### src/rtl/seq_branch_comparator_if.sv
// Handshake and operand/result bundle for the sequential branch comparator.
interface seq_branch_comparator_if #(
  parameter int unsigned BUS_WIDTH = 64
) ();
  logic                 flush;
  logic                 in_valid;
  logic                 in_ready;
  logic [BUS_WIDTH-1:0] in1;
  logic [BUS_WIDTH-1:0] in2;
  logic [2:0]           funct3;
  logic                 out_valid;
  logic                 out_ready;
  logic                 zero;
  logic                 neg;
  logic                 negu;
  logic                 taken;
  logic                 illegal;

  modport master (
    output flush, in_valid, in1, in2, funct3, out_ready,
    input  in_ready, out_valid, zero, neg, negu, taken, illegal
  );

  modport slave (
    input  flush, in_valid, in1, in2, funct3, out_ready,
    output in_ready, out_valid, zero, neg, negu, taken, illegal
  );
endinterface

### src/rtl/seq_branch_comparator.sv
// Multi-cycle branch comparator: compares two operands one slice per cycle,
// most significant slice first, and resolves the RISC-V branch outcome.
module seq_branch_comparator #(
  parameter int unsigned BUS_WIDTH   = 64,
  parameter int unsigned SLICE_WIDTH = 16
) (
  input logic                   clk,
  input logic                   rst_n,
  seq_branch_comparator_if.slave bus
);
  localparam int unsigned NUM_SLICES = BUS_WIDTH / SLICE_WIDTH;
  localparam int unsigned CNT_W      = (NUM_SLICES > 1) ? $clog2(NUM_SLICES) : 1;
  localparam logic [CNT_W-1:0] LAST_CNT = CNT_W'(NUM_SLICES - 1);

  typedef enum logic [1:0] {StIdle, StBusy, StDone} state_e;

  state_e               r_state, w_state_next;
  logic [CNT_W-1:0]     r_cnt, w_cnt_next;
  logic [BUS_WIDTH-1:0] r_a, w_a_next;
  logic [BUS_WIDTH-1:0] r_b, w_b_next;
  logic [2:0]           r_f3, w_f3_next;
  logic                 r_eq, w_eq_next;
  logic                 r_lts, w_lts_next;
  logic                 r_ltu, w_ltu_next;
  logic                 r_out_valid, w_out_valid_next;
  logic                 r_zero, w_zero_next;
  logic                 r_neg, w_neg_next;
  logic                 r_negu, w_negu_next;
  logic                 r_taken, w_taken_next;
  logic                 r_illegal, w_illegal_next;

  // Operands shift left each BUSY cycle, so the slice under test is always the top one.
  logic [SLICE_WIDTH-1:0] w_a_slice, w_b_slice;
  logic                   w_eq_step, w_lts_step, w_ltu_step;

  assign w_a_slice = r_a[BUS_WIDTH-1 -: SLICE_WIDTH];
  assign w_b_slice = r_b[BUS_WIDTH-1 -: SLICE_WIDTH];

  function automatic logic f_taken(input logic [2:0] f3, input logic z, input logic n,
                                   input logic nu);
    logic t;
    t = 1'b0;
    case (f3)
      3'b000:  t = z;
      3'b001:  t = !z;
      3'b100:  t = n;
      3'b101:  t = !n;
      3'b110:  t = nu;
      3'b111:  t = !nu;
      default: t = 1'b0;
    endcase
    return t;
  endfunction

  // Fold the current slice into the running equal/less-than accumulators.
  always_comb begin
    w_eq_step  = r_eq;
    w_lts_step = r_lts;
    w_ltu_step = r_ltu;
    // Only the first differing slice decides; signed compare matters only for the MSB slice.
    if (r_eq && (w_a_slice != w_b_slice)) begin
      w_eq_step  = 1'b0;
      w_ltu_step = (w_a_slice < w_b_slice);
      w_lts_step = (r_cnt == '0) ? ($signed(w_a_slice) < $signed(w_b_slice))
                                 : (w_a_slice < w_b_slice);
    end
  end

  // Next-state and datapath control; flush overrides every state.
  always_comb begin
    w_state_next     = r_state;
    w_cnt_next       = r_cnt;
    w_a_next         = r_a;
    w_b_next         = r_b;
    w_f3_next        = r_f3;
    w_eq_next        = r_eq;
    w_lts_next       = r_lts;
    w_ltu_next       = r_ltu;
    w_out_valid_next = r_out_valid;
    w_zero_next      = r_zero;
    w_neg_next       = r_neg;
    w_negu_next      = r_negu;
    w_taken_next     = r_taken;
    w_illegal_next   = r_illegal;
    if (bus.flush) begin
      w_state_next     = StIdle;
      w_out_valid_next = 1'b0;
    end else begin
      case (r_state)
        StIdle: begin
          if (bus.in_valid) begin
            w_a_next     = bus.in1;
            w_b_next     = bus.in2;
            w_f3_next    = bus.funct3;
            w_cnt_next   = '0;
            w_eq_next    = 1'b1;
            w_lts_next   = 1'b0;
            w_ltu_next   = 1'b0;
            w_state_next = StBusy;
          end
        end
        StBusy: begin
          w_eq_next  = w_eq_step;
          w_lts_next = w_lts_step;
          w_ltu_next = w_ltu_step;
          w_a_next   = r_a << SLICE_WIDTH;
          w_b_next   = r_b << SLICE_WIDTH;
          if (r_cnt == LAST_CNT) begin
            w_zero_next      = w_eq_step;
            w_neg_next       = w_lts_step;
            w_negu_next      = w_ltu_step;
            w_taken_next     = f_taken(r_f3, w_eq_step, w_lts_step, w_ltu_step);
            w_illegal_next   = (r_f3[2:1] == 2'b01);
            w_out_valid_next = 1'b1;
            w_state_next     = StDone;
          end else begin
            w_cnt_next = r_cnt + 1'b1;
          end
        end
        StDone: begin
          if (bus.out_ready) begin
            w_out_valid_next = 1'b0;
            w_state_next     = StIdle;
          end
        end
        default: w_state_next = StIdle;
      endcase
    end
  end

  // State and datapath registers.
  always_ff @(posedge clk or negedge rst_n) begin
    if (!rst_n) begin
      r_state     <= StIdle;
      r_cnt       <= '0;
      r_a         <= '0;
      r_b         <= '0;
      r_f3        <= '0;
      r_eq        <= 1'b0;
      r_lts       <= 1'b0;
      r_ltu       <= 1'b0;
      r_out_valid <= 1'b0;
      r_zero      <= 1'b0;
      r_neg       <= 1'b0;
      r_negu      <= 1'b0;
      r_taken     <= 1'b0;
      r_illegal   <= 1'b0;
    end else begin
      r_state     <= w_state_next;
      r_cnt       <= w_cnt_next;
      r_a         <= w_a_next;
      r_b         <= w_b_next;
      r_f3        <= w_f3_next;
      r_eq        <= w_eq_next;
      r_lts       <= w_lts_next;
      r_ltu       <= w_ltu_next;
      r_out_valid <= w_out_valid_next;
      r_zero      <= w_zero_next;
      r_neg       <= w_neg_next;
      r_negu      <= w_negu_next;
      r_taken     <= w_taken_next;
      r_illegal   <= w_illegal_next;
    end
  end

  assign bus.in_ready  = (r_state == StIdle);
  assign bus.out_valid = r_out_valid;
  assign bus.zero      = r_zero;
  assign bus.neg       = r_neg;
  assign bus.negu      = r_negu;
  assign bus.taken     = r_taken;
  assign bus.illegal   = r_illegal;
endmodule

### src/flat_wrapper.sv
// flat-port wrapper written by rule: the top's interface ports become plain ports
module seq_branch_comparator_flat 
#(
  parameter int unsigned BUS_WIDTH   = 64,
  parameter int unsigned SLICE_WIDTH = 16
)
  (clk, rst_n, bus_flush, bus_in_valid, bus_in1, bus_in2, bus_funct3, bus_out_ready, bus_in_ready, bus_out_valid, bus_zero, bus_neg, bus_negu, bus_taken, bus_illegal);
  seq_branch_comparator_if #(.BUS_WIDTH(BUS_WIDTH)) bus_i ();
  input logic clk;
  input logic rst_n;
  input wire logic [$bits(bus_i.flush)-1:0] bus_flush;
  input wire logic [$bits(bus_i.in_valid)-1:0] bus_in_valid;
  input wire logic [$bits(bus_i.in1)-1:0] bus_in1;
  input wire logic [$bits(bus_i.in2)-1:0] bus_in2;
  input wire logic [$bits(bus_i.funct3)-1:0] bus_funct3;
  input wire logic [$bits(bus_i.out_ready)-1:0] bus_out_ready;
  output wire logic [$bits(bus_i.in_ready)-1:0] bus_in_ready;
  output wire logic [$bits(bus_i.out_valid)-1:0] bus_out_valid;
  output wire logic [$bits(bus_i.zero)-1:0] bus_zero;
  output wire logic [$bits(bus_i.neg)-1:0] bus_neg;
  output wire logic [$bits(bus_i.negu)-1:0] bus_negu;
  output wire logic [$bits(bus_i.taken)-1:0] bus_taken;
  output wire logic [$bits(bus_i.illegal)-1:0] bus_illegal;
  assign bus_i.flush = bus_flush;
  assign bus_i.in_valid = bus_in_valid;
  assign bus_i.in1 = bus_in1;
  assign bus_i.in2 = bus_in2;
  assign bus_i.funct3 = bus_funct3;
  assign bus_i.out_ready = bus_out_ready;
  assign bus_in_ready = bus_i.in_ready;
  assign bus_out_valid = bus_i.out_valid;
  assign bus_zero = bus_i.zero;
  assign bus_neg = bus_i.neg;
  assign bus_negu = bus_i.negu;
  assign bus_taken = bus_i.taken;
  assign bus_illegal = bus_i.illegal;
  seq_branch_comparator #(.BUS_WIDTH(BUS_WIDTH), .SLICE_WIDTH(SLICE_WIDTH)) u_core (.clk(clk), .rst_n(rst_n), .bus(bus_i));
endmodule
### config.mk
export PLATFORM = sky130hd
export DESIGN_NAME = seq_branch_comparator_flat
export DESIGN_NICKNAME = d
export VERILOG_FILES = /design/src/rtl/seq_branch_comparator_if.sv /design/src/rtl/seq_branch_comparator.sv /design/src/flat_wrapper.sv
export SDC_FILE = /design/constraint.sdc
export NUM_CORES = 1
export LEC_CHECK = 0
export BUFFER_PORTS_ARGS = -buffer_cell sky130_fd_sc_hd__buf_2
export CAP_MARGIN = 20
export CORE_UTILIZATION = 55
export CTS_CLUSTER_DIAMETER = 50
export DETAILED_ROUTE_END_ITERATION = 12
export GPL_TIMING_DRIVEN = 0
export MAX_ROUTING_LAYER = met4
export PLACE_DENSITY_LB_ADDON = 0.12
export SETUP_SLACK_MARGIN = 0.5
export SYNTH_ARGS = -nofsm -noshare
export SYNTH_HDL_FRONTEND = slang
export SYNTH_SLANG_ARGS = --single-unit
### constraint.sdc
create_clock -name clk -period 2.8 [get_ports clk]
set_clock_uncertainty 0.2 [all_clocks]
set_input_delay 0 -clock clk [delete_from_list [all_inputs] [get_ports clk]]
set_output_delay 0 -clock clk [all_outputs]
set_load 0.03 [all_outputs]
==> results.json <==
{
  "synthArstFlopShare": 1.00,
  "rsz0062_at_grt": "yes",
  "antenna_found_initial": 1,
  "ys.flop_type": "dfrtp_1",
  "drcViolationCount": 0,
  "dp_hpwl_um": 12400,
  "post-place-ws_ps": 213,
  "hp-class": "in -> reg",
  "hold_viol_final": 0,
  "utilization": 0.820,
  "crit_type": "reg -> reg",
  "ys_ff_latch": 144,
  "hold_ws_ps": 137,
  "max_freq_mhz": 413,
  "peakVddDrop_mv": 0.444,
  "min_path_cells": 3,
  "cp-start-kind": "flip-flop",
  "seq_area_frac_synth": 0.535,
  "ctsRootBufferMaster": "clkbuf_16",
  "ios": 143,
  "synth_edf_count": 0,
  "syn_nets": 784,
  "cts_buffers": 17,
  "vias": 6152,
  "slew_violations": 0,
  "synth_top_family_by_area": "compound AO/OA/AOI/OAI gates",
  "placed_cells": 920,
  "layout_setup_ws_ps": 380,
  "finalCritPeriodShare": 0.864,
  "dr.first_iter.drc_count": 496,
  "synth.area.mux_share": 0.149,
  "power_density_nw_per_um2": 669,
  "rr_startpoint": "u_core.r_a[49]$_DFFE_PN0P_",
  "portBuffers": 142,
  "grt_overflow": 0,
  "grt_max_degree": 108,
  "cts_max_level": 4,
  "clkSinkCount": 144,
  "fin_setup_tns_ps": 0,
  "syn-cell-area_um2": 6730,
  "cts_tree": "yes",
  "arrival_ps": 2510,
  "coreArea_um2": 12000,
  "clk_pin_slew_ps": 60,
  "worst_pin_slew_ps": 552,
  "yosys.area_share.adder": 0.0335,
  "min_to": "u_core.r_a[1]$_DFFE_PN0P_",
  "nFillCells": 701,
  "ant_nets": 0,
  "ys_types": 41,
  "fp.dieH_um": 113,
  "layout.cells.non_filler": 1095,
  "grt_pass1_wl_um": 32800,
  "synth_area_per_cell_um2": 10.7,
  "fp.dieW_um": 113,
  "worstRegToRegCells": 7,
  "min_from": "bus_in1[1]",
  "place_area_um2": 7660,
  "syn_inst": 630,
  "gp_congestion": 0.815,
  "first_global_vias": 6456,
  "r2r_slack_ps": 380,
  "setup_viol": 0,
  "yosys_warnings": 0,
  "r2r-end": "u_core.bus.taken$_DFFE_PN0P_",
  "vias_per_cell": 5.62,
  "critPathRequiredTime_ps": 2890,
  "worstSkewPairLatency_ps": 430,
  "maxCapViolCount": 0,
  "path_max_fanout": 5,
  "area_delta_synth_final_pct": 45.7,
  "endpoint_kind": "flip-flop",
  "synthSimpleGateAreaFrac": 0.0926,
  "drive_gt1_frac": 0.239,
  "power_mw": 6.56,
  "min_period_ps": 2420,
  "synth_compound_area_frac": 0.150,
  "die-area_um2": 12700,
  "fin_area_um2": 9810,
  "clockBufferDepth": 2,
  "synth-xor-area-share": 0.00130,
  "drt_pass1_iterations": 5,
  "nNetsFinal": 1088,
  "slew_headroom": 0.632,
  "avgRoutedWirePerCell_um": 18.9,
  "rows": 40,
  "wl_um": 20700,
  "grt_use_total": 0.356,
  "p_leak_nw": 4.67,
  "start_util": 0.563,
  "status": "finished clean"
}
## layout make-up
type / count / area (µm²) / area share
buffer: 41 / 201 / 0.0205
clock inverter: 9 / 110 / 0.0112
clock buffer: 23 / 458 / 0.0467
antenna: 1 / 2.50 / 0.000255
multi-input combinational: 424 / 3000 / 0.306
timing repair buffer: 285 / 2170 / 0.221
inverter: 21 / 78.8 / 0.00804
tap: 147 / 184 / 0.0188
sequential: 144 / 3600 / 0.367
## critical path, stage by stage, from the launching register on
cell and delay, ps:
dfrtp_1 420, ha_4 300, nor2b_4 130, o211ai_1 80, a2111o_1 510, a2111oi_2 390, or3_1 170, o211ai_1 80
## placed cells by master (no fill, tap or decap), types with 3 or more instances in the layout
cell,instances
o21ai_0,103
a21oi_1,9
inv_1,19
dfrtp_1,144
nand4_1,4
nand2_1,109
clkbuf_16,17
ha_4,6
a22o_1,32
clkbuf_4,3
clkbuf_2,11
dlygate4sd3_1,137
buf_2,156
ha_1,12
mux2i_1,98
nor2_1,9
buf_4,5
clkbuf_1,16
clkinvlp_4,3
nor2b_1,3
## how the worst max path moves through the flow
stage                                    to                          start  depth (start not counted)
2_1_floorplan      u_core.r_lts$_DFFE_PN0P_     u_core.r_b[55]$_DFFE_PN0P_                          8
3_3_place_gp      u_core.r_a[9]$_DFFE_PN0P_                          rst_n                          1
3_5_place_dp     u_core.r_a[42]$_DFFE_PN0P_  u_core.r_state[0]$_DFFE_PN0P_                          6
4_1_cts        u_core.bus.taken$_DFFE_PN0P_     u_core.r_b[49]$_DFFE_PN0P_                          8
5_1_grt        u_core.bus.taken$_DFFE_PN0P_     u_core.r_b[49]$_DFFE_PN0P_                          8
6_report       u_core.bus.taken$_DFFE_PN0P_     u_core.r_a[49]$_DFFE_PN0P_                          7
## what timing repair did
item	in CTS	in global routing
hold endpoints to repair	281	0
hold buffers	138	0
buffers inserted	2	2
pin swaps	6	5
endpoints found under the setup margin	88	104
gates resized for setup	19	22
## cell usage after synthesis (2+ instances only)
master	instances	area share
o2bb2ai_1	2	0.0026
ha_1	18	0.033
o21ai_0	104	0.077
buf_2	17	0.013
mux2_2	2	0.0033
nor2b_1	5	0.0046
a21o_1	2	0.0022
nand2_1	109	0.061
mux2i_1	98	0.15
clkbuf_1	20	0.011
nor3_1	3	0.0022
dfrtp_1	144	0.54
buf_1	3	0.0017
nor2_1	9	0.0050
nand4_1	4	0.0037
a22o_1	32	0.042
a32o_1	2	0.0030
o31ai_1	2	0.0022
a21oi_1	10	0.0074
nand2b_1	2	0.0019
o211ai_1	2	0.0022
inv_1	21	0.012
## cell families (layout without fill, tap and decap cells)
family          Yosys count  count (layout)
compound gates          162             162
xor+xnor                  1               1
fa+ha+maj                18              18
buf+inv                  62             379
flops                   144             144
mux                     100             100
other cells               0               1
simple gates            143             143
## registers in the layout (all words and copies together) (netlist names), 2 cells and up
signal and flops:
u_core.r_a 64, u_core.r_cnt 2, u_core.r_b 64, u_core.r_f3 3, u_core.r_state 2
## layer usage
| metal | vias to the layer above | global-route usage | wire length [µm] |
|---|---|---|---|
| li1 | 2836 | - | - |
| met1 | 3007 | 0.428 | 8560 |
| met2 | 255 | 0.580 | 10500 |
| met3 | 54 | 0.0718 | 1080 |
| met4 | 0 | 0.162 | 643 |
| met5 | - | - | 0 |
## power by group
group / internal, mW / switching, mW
combinational: 0.781 / 0.841
clock: 1.33 / 0.863
sequential: 2.47 / 0.275
total: 4.58 / 1.98
No activity file was read; power rests on OpenSTA's default activity.
